## src/rtl/imem_loader_pkg.sv

```systemverilog
// Shared definitions for the instruction-memory loader: FSM encoding,
// frame field widths and default geometry.
package imem_loader_pkg;

  localparam int LEN_W             = 16;
  localparam int CSUM_W            = 8;
  localparam int DEFAULT_ADDR_W    = 8;
  localparam int DEFAULT_MAX_WORDS = 64;

  typedef enum logic [2:0] {
    ST_IDLE   = 3'd0,
    ST_LEN_HI = 3'd1,
    ST_LEN_LO = 3'd2,
    ST_DATA   = 3'd3,
    ST_CSUM   = 3'd4,
    ST_DONE   = 3'd5,
    ST_ERR    = 3'd6
  } state_e;

  // States in which the loader consumes bytes from the stream.
  function automatic logic accepts_bytes(input state_e s);
    return (s == ST_LEN_HI) || (s == ST_LEN_LO) || (s == ST_DATA) || (s == ST_CSUM);
  endfunction

endpackage

```

## src/rtl/imem_loader_packer.sv

```systemverilog
// Byte-to-word packer: shifts payload bytes MSB-first into a 32-bit word and
// presents it with a one-cycle word_valid strobe after the fourth byte.
module byte_to_word_packer (
  input  logic        clk,
  input  logic        reset,
  input  logic        i_clear,
  input  logic        i_byte_valid,
  input  logic [7:0]  i_byte,
  output logic        o_last_byte,
  output logic        o_word_valid,
  output logic [31:0] o_word
);

  logic [1:0]  r_byte_cnt;
  logic [31:0] r_acc;
  logic        r_word_valid;

  assign o_last_byte = i_byte_valid && (r_byte_cnt == 2'd3);

  // NOTE: state registers use non-blocking assignments so every flop samples
  // pre-edge values regardless of statement order.
  always_ff @(posedge clk or posedge reset) begin
    if (reset) begin
      r_byte_cnt   <= 2'd0;
      r_acc        <= 32'd0;
      r_word_valid <= 1'b0;
    end else if (i_clear) begin
      r_byte_cnt   <= 2'd0;
      r_acc        <= 32'd0;
      r_word_valid <= 1'b0;
    end else begin
      r_word_valid <= o_last_byte;
      if (i_byte_valid) begin
        r_byte_cnt <= r_byte_cnt + 2'd1;
        r_acc      <= {r_acc[23:0], i_byte};
      end
    end
  end

  assign o_word_valid = r_word_valid;
  assign o_word       = r_acc;

endmodule

```

## src/rtl/imem_loader.sv

```systemverilog
// Instruction-memory loader: framed byte stream in, 32-bit word writes out.
// Keeps the CPU in reset until a complete, checksum-verified image is loaded.
module imem_loader
  import imem_loader_pkg::*;
#(
  parameter int ADDR_W    = DEFAULT_ADDR_W,
  parameter int MAX_WORDS = DEFAULT_MAX_WORDS
) (
  input  logic              clk,
  input  logic              reset,
  input  logic              start,
  input  logic              in_valid,
  input  logic [7:0]        in_data,
  output logic              in_ready,
  output logic              imem_we,
  output logic [ADDR_W-1:0] imem_addr,
  output logic [31:0]       imem_wdata,
  output logic              cpu_reset_hold,
  output logic              done,
  output logic              error
);

  localparam logic [LEN_W-1:0] LP_MAX_WORDS = LEN_W'(MAX_WORDS);

  state_e             r_state;
  state_e             w_next_state;
  logic [LEN_W-1:0]   r_len;
  logic [LEN_W-1:0]   r_word_cnt;
  logic [CSUM_W-1:0]  r_csum;
  logic [ADDR_W-1:0]  r_addr;
  logic               r_in_ready;
  logic               r_hold;
  logic               r_done;
  logic               r_error;

  logic               w_accept;
  logic               w_restart;
  logic               w_pack_valid;
  logic               w_last_byte;
  logic               w_word_valid;
  logic [31:0]        w_word;
  logic [LEN_W-1:0]   w_len_rx;

  assign w_accept     = in_valid && r_in_ready;
  assign w_restart    = start && (r_state inside {ST_IDLE, ST_DONE, ST_ERR});
  assign w_pack_valid = w_accept && (r_state == ST_DATA);
  assign w_len_rx     = {r_len[LEN_W-1:8], in_data};

  byte_to_word_packer u_packer (
    .clk          (clk),
    .reset        (reset),
    .i_clear      (w_restart),
    .i_byte_valid (w_pack_valid),
    .i_byte       (in_data),
    .o_last_byte  (w_last_byte),
    .o_word_valid (w_word_valid),
    .o_word       (w_word)
  );

  // NOTE: next state defaults to the current state before the case so no
  // path leaves it unassigned and no latch is inferred.
  always_comb begin
    w_next_state = r_state;
    case (r_state)
      ST_IDLE, ST_DONE, ST_ERR: if (start) w_next_state = ST_LEN_HI;
      ST_LEN_HI: if (w_accept) w_next_state = ST_LEN_LO;
      ST_LEN_LO: begin
        if (w_accept) begin
          if (w_len_rx > LP_MAX_WORDS)  w_next_state = ST_ERR;
          else if (w_len_rx == '0)      w_next_state = ST_CSUM;
          else                          w_next_state = ST_DATA;
        end
      end
      ST_DATA: begin
        if (w_last_byte && (r_word_cnt + LEN_W'(1) == r_len)) w_next_state = ST_CSUM;
      end
      ST_CSUM: begin
        if (w_accept) w_next_state = (in_data == r_csum) ? ST_DONE : ST_ERR;
      end
      default: w_next_state = ST_IDLE;
    endcase
  end

  // Word counter and address advance on the write-strobe cycle, so the
  // strobe presents the address of the word being written.
  always_ff @(posedge clk or posedge reset) begin
    if (reset) begin
      r_state    <= ST_IDLE;
      r_len      <= '0;
      r_word_cnt <= '0;
      r_csum     <= '0;
      r_addr     <= '0;
      r_in_ready <= 1'b0;
      r_hold     <= 1'b0;
      r_done     <= 1'b0;
      r_error    <= 1'b0;
    end else begin
      r_state    <= w_next_state;
      r_in_ready <= accepts_bytes(w_next_state);
      if (w_restart) begin
        r_hold     <= 1'b1;
        r_done     <= 1'b0;
        r_error    <= 1'b0;
        r_csum     <= '0;
        r_len      <= '0;
        r_word_cnt <= '0;
        r_addr     <= '0;
      end else begin
        if (w_accept && (r_state != ST_CSUM)) r_csum <= r_csum + in_data;
        if (w_accept && (r_state == ST_LEN_HI)) r_len[LEN_W-1:8] <= in_data;
        if (w_accept && (r_state == ST_LEN_LO)) r_len[7:0] <= in_data;
        if (w_word_valid) begin
          r_addr     <= r_addr + ADDR_W'(4);
          r_word_cnt <= r_word_cnt + LEN_W'(1);
        end
        if ((r_state == ST_CSUM) && (w_next_state == ST_DONE)) r_done <= 1'b1;
        if ((w_next_state == ST_ERR) && (r_state != ST_ERR)) r_error <= 1'b1;
        if (r_state == ST_DONE) r_hold <= 1'b0;
      end
    end
  end

  assign in_ready       = r_in_ready;
  assign imem_we        = w_word_valid;
  assign imem_addr      = r_addr;
  assign imem_wdata     = w_word;
  assign cpu_reset_hold = r_hold;
  assign done           = r_done;
  assign error          = r_error;

endmodule

```

## config.mk

```make
export PLATFORM = sky130hd
export DESIGN_NAME = imem_loader
export DESIGN_NICKNAME = d
export VERILOG_FILES = /design/src/rtl/imem_loader_pkg.sv /design/src/rtl/imem_loader_packer.sv /design/src/rtl/imem_loader.sv
export SDC_FILE = /design/constraint.sdc
export NUM_CORES = 1
export LEC_CHECK = 0
export CORE_MARGIN = 2
export CORE_UTILIZATION = 50
export DETAILED_ROUTE_END_ITERATION = 12
export GPL_TIMING_DRIVEN = 0
export HOLD_SLACK_MARGIN = 0.1
export PLACE_DENSITY = 0.81
export SETUP_SLACK_MARGIN = 0.4
export SYNTH_ARGS = -nofsm -noshare
export SYNTH_HDL_FRONTEND = slang
export SYNTH_SLANG_ARGS = --single-unit
```

## constraint.sdc

```tcl
create_clock -name clk -period 5.8 [get_ports clk]
set_input_delay 0.58 -clock clk [delete_from_list [all_inputs] [get_ports clk]]
set_output_delay 0.58 -clock clk [all_outputs]
set_load 0.02 [all_outputs]
```

# Word-level counts from Yosys, hierarchy flattened
# Index checks and enable logic that the tools add are counted.
# totals
output_inout_bits	45
in_bits	12
elab_cells	89
reg_bits	90
# op_classes
magnitude_cmp	1
mux	29
n_eq_ne	17
addsub	4
reduce_logical	25
# op_table
op	count
two-way mux 32 bit	2
two-way mux 16 bit	3
two-way mux 8 bit	6
two-way mux 3 bit	7
== test 3 bit, second input constant	6
adder 16 x 1 -> 16 bit, second input constant	1
== test 16 bit	1
greater-than comparator 16 x 7 -> 1 bit, second input constant	1
logical NOT 16 bit	1
nonzero test 2 bit	8
case mux 3 bit (5 select lines)	1
== test 3 x 2 -> 1 bit, second input constant	4
logical AND 1 bit	10
adder 8 x 3 -> 8 bit, second input constant	1
adder 8 bit	1
== test 8 bit	1
two-way mux 1 bit	7
== test 3 x 1 -> 1 bit, second input constant	2
two-way mux 2 bit	3
!= test 3 bit, second input constant	2
logical NOT 3 bit	1
logical OR 1 bit	3
nonzero test 3 bit	1
OR reduction 3 bit	1
2 further kinds	2

# Depth between registers and ports, before layout
# logic_depth
ltp_word	10
depth_mapped	11
mapped_depth_nobuf	11

# Hierarchy
# From an unflattened synthesis, not the netlist that was laid out.
# hier_totals
hier_cells	486
hier_area_um2	4793.3
# modules_own_cells
module	area_per_inst_um2	instances	cells_per_inst	seq_area_each_um2
imem_loader	3328.2	1	371	1326.3
byte_to_word_packer	1465.2	1	115	875.8

# Least setup slack after synthesis
# No wires, ideal clock.
# synth_path
path_type	input to register
from	in in_valid
to	reg r_error (netlist: error)
arrival_ns	2.364
path_slack_ns	3.314
setup_ns	0.122
path_stages	8
path_buffers	0
t_required_ns	5.678
cell_sequence	nand2_1 > nor3_4 > and2_1 > o2111ai_1 > or4_4 > o31ai_4 > nand2_1 > a32o_1
# synth_via
elab_chain_len	9
word_cells_on_any_way	12
classes_between	1 x eq/ne; 5 x mux; 6 x reduce/logical
# synth_rtl
item	line	source
from (decl)	imem_loader.sv:12	input logic in_valid,
logical AND 1 bit (*)	imem_loader.sv:44	assign w_accept = in_valid && r_in_ready;
logical AND 1 bit	imem_loader.sv:46	assign w_pack_valid = w_accept && (r_state == ST_DATA);
logical AND 1 bit	imem_loader_packer.sv:18	assign o_last_byte = i_byte_valid && (r_byte_cnt == 2'd3);
logical AND 1 bit	imem_loader.sv:75	if (w_last_byte && (r_word_cnt + LEN_W'(1) == r_len)) w_next_state = ST_CSUM;
two-way mux 3 bit	imem_loader.sv:75	
case mux 3 bit (5 select lines) (*)	imem_loader.sv:64	case (r_state)
via w_next_state[1]	imem_loader.sv:26	state_e w_next_state;
== test 3 bit (*)	imem_loader.sv:117	if ((w_next_state == ST_ERR) && (r_state != ST_ERR)) r_error <= 1'b1;
logical AND 1 bit (*)	imem_loader.sv:117	
nonzero test 2 bit (no source line) (*)	n/a	
to (signal assigned)	imem_loader.sv:96	r_error <= 1'b0;
to (signal assigned)	imem_loader.sv:103	r_error <= 1'b0;
to (signal assigned)	imem_loader.sv:117	
to (decl)	imem_loader.sv:34	logic r_error;
# The timed path passes the listed nets; every way through them passes the cells marked *.
# A chain may end at the register's enable or synchronous reset.

# Final worst setup path
# layout_path
from	in in_data[2]
to	reg r_error (netlist: error)
# layout_via
elab_chain_len	8
word_cells_on_any_way	12
classes_between	1 x order compare; 2 x eq/ne; 6 x mux; 3 x reduce/logical
# layout_rtl
item	line	source
from (decl)	imem_loader.sv:13	input logic [7:0] in_data,
branches (longest 4 deep; another with greater-than comparator 16 x 7 -> 1 bit)	n/a	
case mux 3 bit (5 select lines) (*)	imem_loader.sv:64	
== test 3 bit (*)	imem_loader.sv:117	
logical AND 1 bit (*)	imem_loader.sv:117	
nonzero test 2 bit (no source line) (*)	n/a	
# Every way passes the cells marked *.

==> impl_metrics.json <==
{
  "finalHoldViolCount": 0,
  "viasPerCell": 5.62,
  "dp_hpwl_um": 8250,
  "clock_latency_ns": 0.36,
  "postCtsHoldBufs": 0,
  "cpPeakStageDelay_ns": 0.67,
  "gp_congestion": 0.971,
  "post_drt_wl_per_cell_um": 16.6,
  "synth-edff-count": 0,
  "cts_tree": "built",
  "status": "finished, final reports clean",
  "relSlewSlack_pct": 20.0,
  "max_freq_mhz": 309,
  "grt_start_max_net_pins": 66,
  "cp_max_fo": 5,
  "synth_xor_area_share_pct": 9.30,
  "end_kind": "flop",
  "required_ns": 6.06,
  "die_w_um": 100,
  "grt_first_pass_wirelength_um": 18600,
  "cts_resized": 0,
  "die_h_um": 100,
  "synthAdderAreaFrac_pct": 3.15,
  "start_kind": "input pin",
  "root_buffer": "clkbuf_8",
  "rsz0062_at_grt": "false",
  "cp_slowest_cell": "nor4_1",
  "io-pin-count": 57,
  "worst_slew_pin_slew_ns": 1.20,
  "clkSinkCount": 88,
  "die_area_um2": 10000,
  "drt_iter0_drc": 380,
  "synthFlopType": "dfrtp_1",
  "place_area_um2": 5320,
  "antenna_cells": 0,
  "layout-drive-gt1-share_pct": 5.83,
  "yosys.area_share.simple_pct": 21.0,
  "num_rows": 35,
  "grt-ovfl-total": 0,
  "synth-compound-area-share_pct": 9.44,
  "fillers": 796,
  "yosysSeqAreaShare_pct": 47.7,
  "p_per_area_nw_per_um2": 410,
  "muxShareOfSynthArea_pct": 5.86,
  "min_period_ns": 3.24,
  "grt_util_all_layers_pct": 23.3,
  "final_area_um2": 5530,
  "cts_made_buffers": 9,
  "initial_core_util_pct": 50.7,
  "max_cap_viol_count": 0,
  "post-cts-setup-buffers": 0,
  "cts_max_path_buffers": 2,
  "min_path_type": "reg -> reg",
  "drc_errors": 0,
  "ir_drop_mv": 0.267,
  "setup-tns-final_ns": 0,
  "finClkSkew_ns": 0.00756,
  "drt_pass1_iterations": 5,
  "postRouteAntennaNets": 0,
  "setup_viol": 0,
  "cts.clk_slew.worst_paths_ns": 0.09,
  "core_um2": 9110,
  "synth_top_family_by_area": "simple AND/OR/NAND/NOR gates",
  "yosysWarningCount": 0,
  "finalCritPeriodShare_pct": 55.8,
  "synth_area_um2": 4610,
  "crit_top_cell": "nor4_1",
  "startpoint": "in_data[2]",
  "synth-seq-cells": 88,
  "r2r_start": "r_word_cnt[0]",
  "power.leakage_nw": 2.40,
  "nets": 584,
  "antenna_found_initial": 0,
  "htree_levels": 3,
  "synth_cell_types": 51,
  "postSynthCellCount": 495,
  "async_flop_share_pct": 100,
  "cp_cell_sequence": "clkdlybuf4s50_1 -> ha_1 -> nor4_1 -> nand4_1 -> nor4_1 -> a2111oi_0 -> o21a_1 -> a32o_1",
  "maxSlewViolCount": 0,
  "vias": 3805,
  "cp.arrival_ns": 3.50,
  "hold_start": "done",
  "syn_avg_cell_area_um2": 9.32,
  "wirelength_um": 11200,
  "critPathKind": "in -> reg",
  "portBuffers": 53,
  "grt_pass1_vias": 3667,
  "synthToLayoutAreaGrowth_pct": 19.9
}
-- power breakdown --
part           leakage, nW  internal (mW)  switching, mW  total [mW]
Clock                0.106          0.226          0.231       0.457
Combinational         1.10          0.371          0.564       0.935
Sequential            1.20          0.748          0.128       0.876
-- registers in the layout, indices dropped and copies added, names as in the netlist --
| name | flops |
|---|---|
| r_csum | 8 |
| error | 1 |
| u_packer.o_word_valid | 1 |
| r_state | 3 |
| u_packer.r_byte_cnt | 2 |
| in_ready | 1 |
| cpu_reset_hold | 1 |
| u_packer.o_word | 32 |
| done | 1 |
| r_len | 16 |
| imem_addr | 6 |
| r_word_cnt | 16 |
-- cells by family (layout without fill, tap and decap cells) --
kind of cell | after synthesis | after routing
buffers and inverters | 38 | 108
other | 1 | 2
adders and majority gates | 11 | 11
DFF | 88 | 88
and+or+nand+nor | 213 | 213
AOI/OAI and AO/OA | 68 | 68
xor gates and xnor gates | 49 | 49
muxes | 27 | 27
-- final timing paths --
check	endpoint	slack [ns]	cells past startpoint
max	error	2.56	8
min	done	0.51	2
max reg2reg	error	2.95	9
min reg2reg	done	0.51	2
max in group asynchronous	r_len[10]	4.66	3
min in group asynchronous	u_packer.o_word[29]	0.52	2
-- layout make-up --
class                      count  area [um2]  share of cell area, %
multi-input combinational    370        2260                   40.8
sequential                    88        2200                   39.8
timing repair buffer          54         558                   10.1
clock buffer                  11         151                   2.74
tap                          111         139                   2.51
buffer                        27         116                   2.10
clock inverter                 5        63.8                   1.15
inverter                      11        43.8                  0.791
-- per-layer routing --
layer / vias to the layer above / part of all wire [%] / wire [um] / global-route usage (%)
met5: - / 0 / 0 / 0
met4: 0 / 1.8 / 204 / 7.80
met3: 21 / 5.1 / 576 / 3.41
met2: 98 / 49 / 5450 / 36.9
met1: 1882 / 45 / 5000 / 33.4
li1: 1804 / - / - / -
-- metrics by stage --
step | total power [mW] | instances | setup slack, ns | hold slack (ns) | util, %
floorplan | 1.50 | 496 | 2.94 | 0.491 | -
global placement | 1.76 | 660 | 1.69 | 0.482 | 58.0
detailed placement | 1.80 | 661 | 2.34 | 0.491 | 58.4
CTS | 2.26 | 677 | 2.71 | 0.512 | 60.7
global route | 2.41 | 677 | 2.49 | 0.552 | 60.7
finish | 2.27 | 677 | 2.56 | 0.510 | 60.7
-- worst max-delay path, delay by kind of cell --
kind / cells / cell delay (ns)
fa+ha+maj: 1 / 0.43
buf+inv: 1 / 0.55
simple gates: 3 / 1.30
compound gates: 3 / 0.64
-- cells in the final DEF (no fill, tap or decap), drive strengths merged, types with 4 or more instances in the layout --
master / Yosys / layout
xnor2: 22 / 22
dfrtp: 88 / 88
inv: 11 / 12
clkdlybuf4s50: 0 / 53
buf: 9 / 10
nor3: 10 / 10
nand3: 8 / 8
xor2: 27 / 27
nor2b: 4 / 4
ha: 10 / 10
a21oi: 41 / 41
nand4: 12 / 12
mux2i: 27 / 27
nor4: 8 / 8
nand2: 88 / 88
clkbuf: 18 / 29
nor2: 66 / 66
o21ai: 6 / 6
-- synthesized netlist by cell type (all sizes together), types with 4 or more instances --
master  instances  share of area (%)
a21oi          41                4.4
xnor2          22                4.2
buf             9                1.1
ha             10                2.7
nand3           8               0.98
nand2          88                7.2
nor2b           4               0.54
mux2i          27                5.9
inv            11               0.89
nor3           10                1.4
nor2           66                5.4
nor4            8                1.1
xor2           27                5.1
nand4          12                1.6
dfrtp          88                 48
o21ai           6               0.65
clkbuf         18                1.5
(Power assumes the default switching activity.)
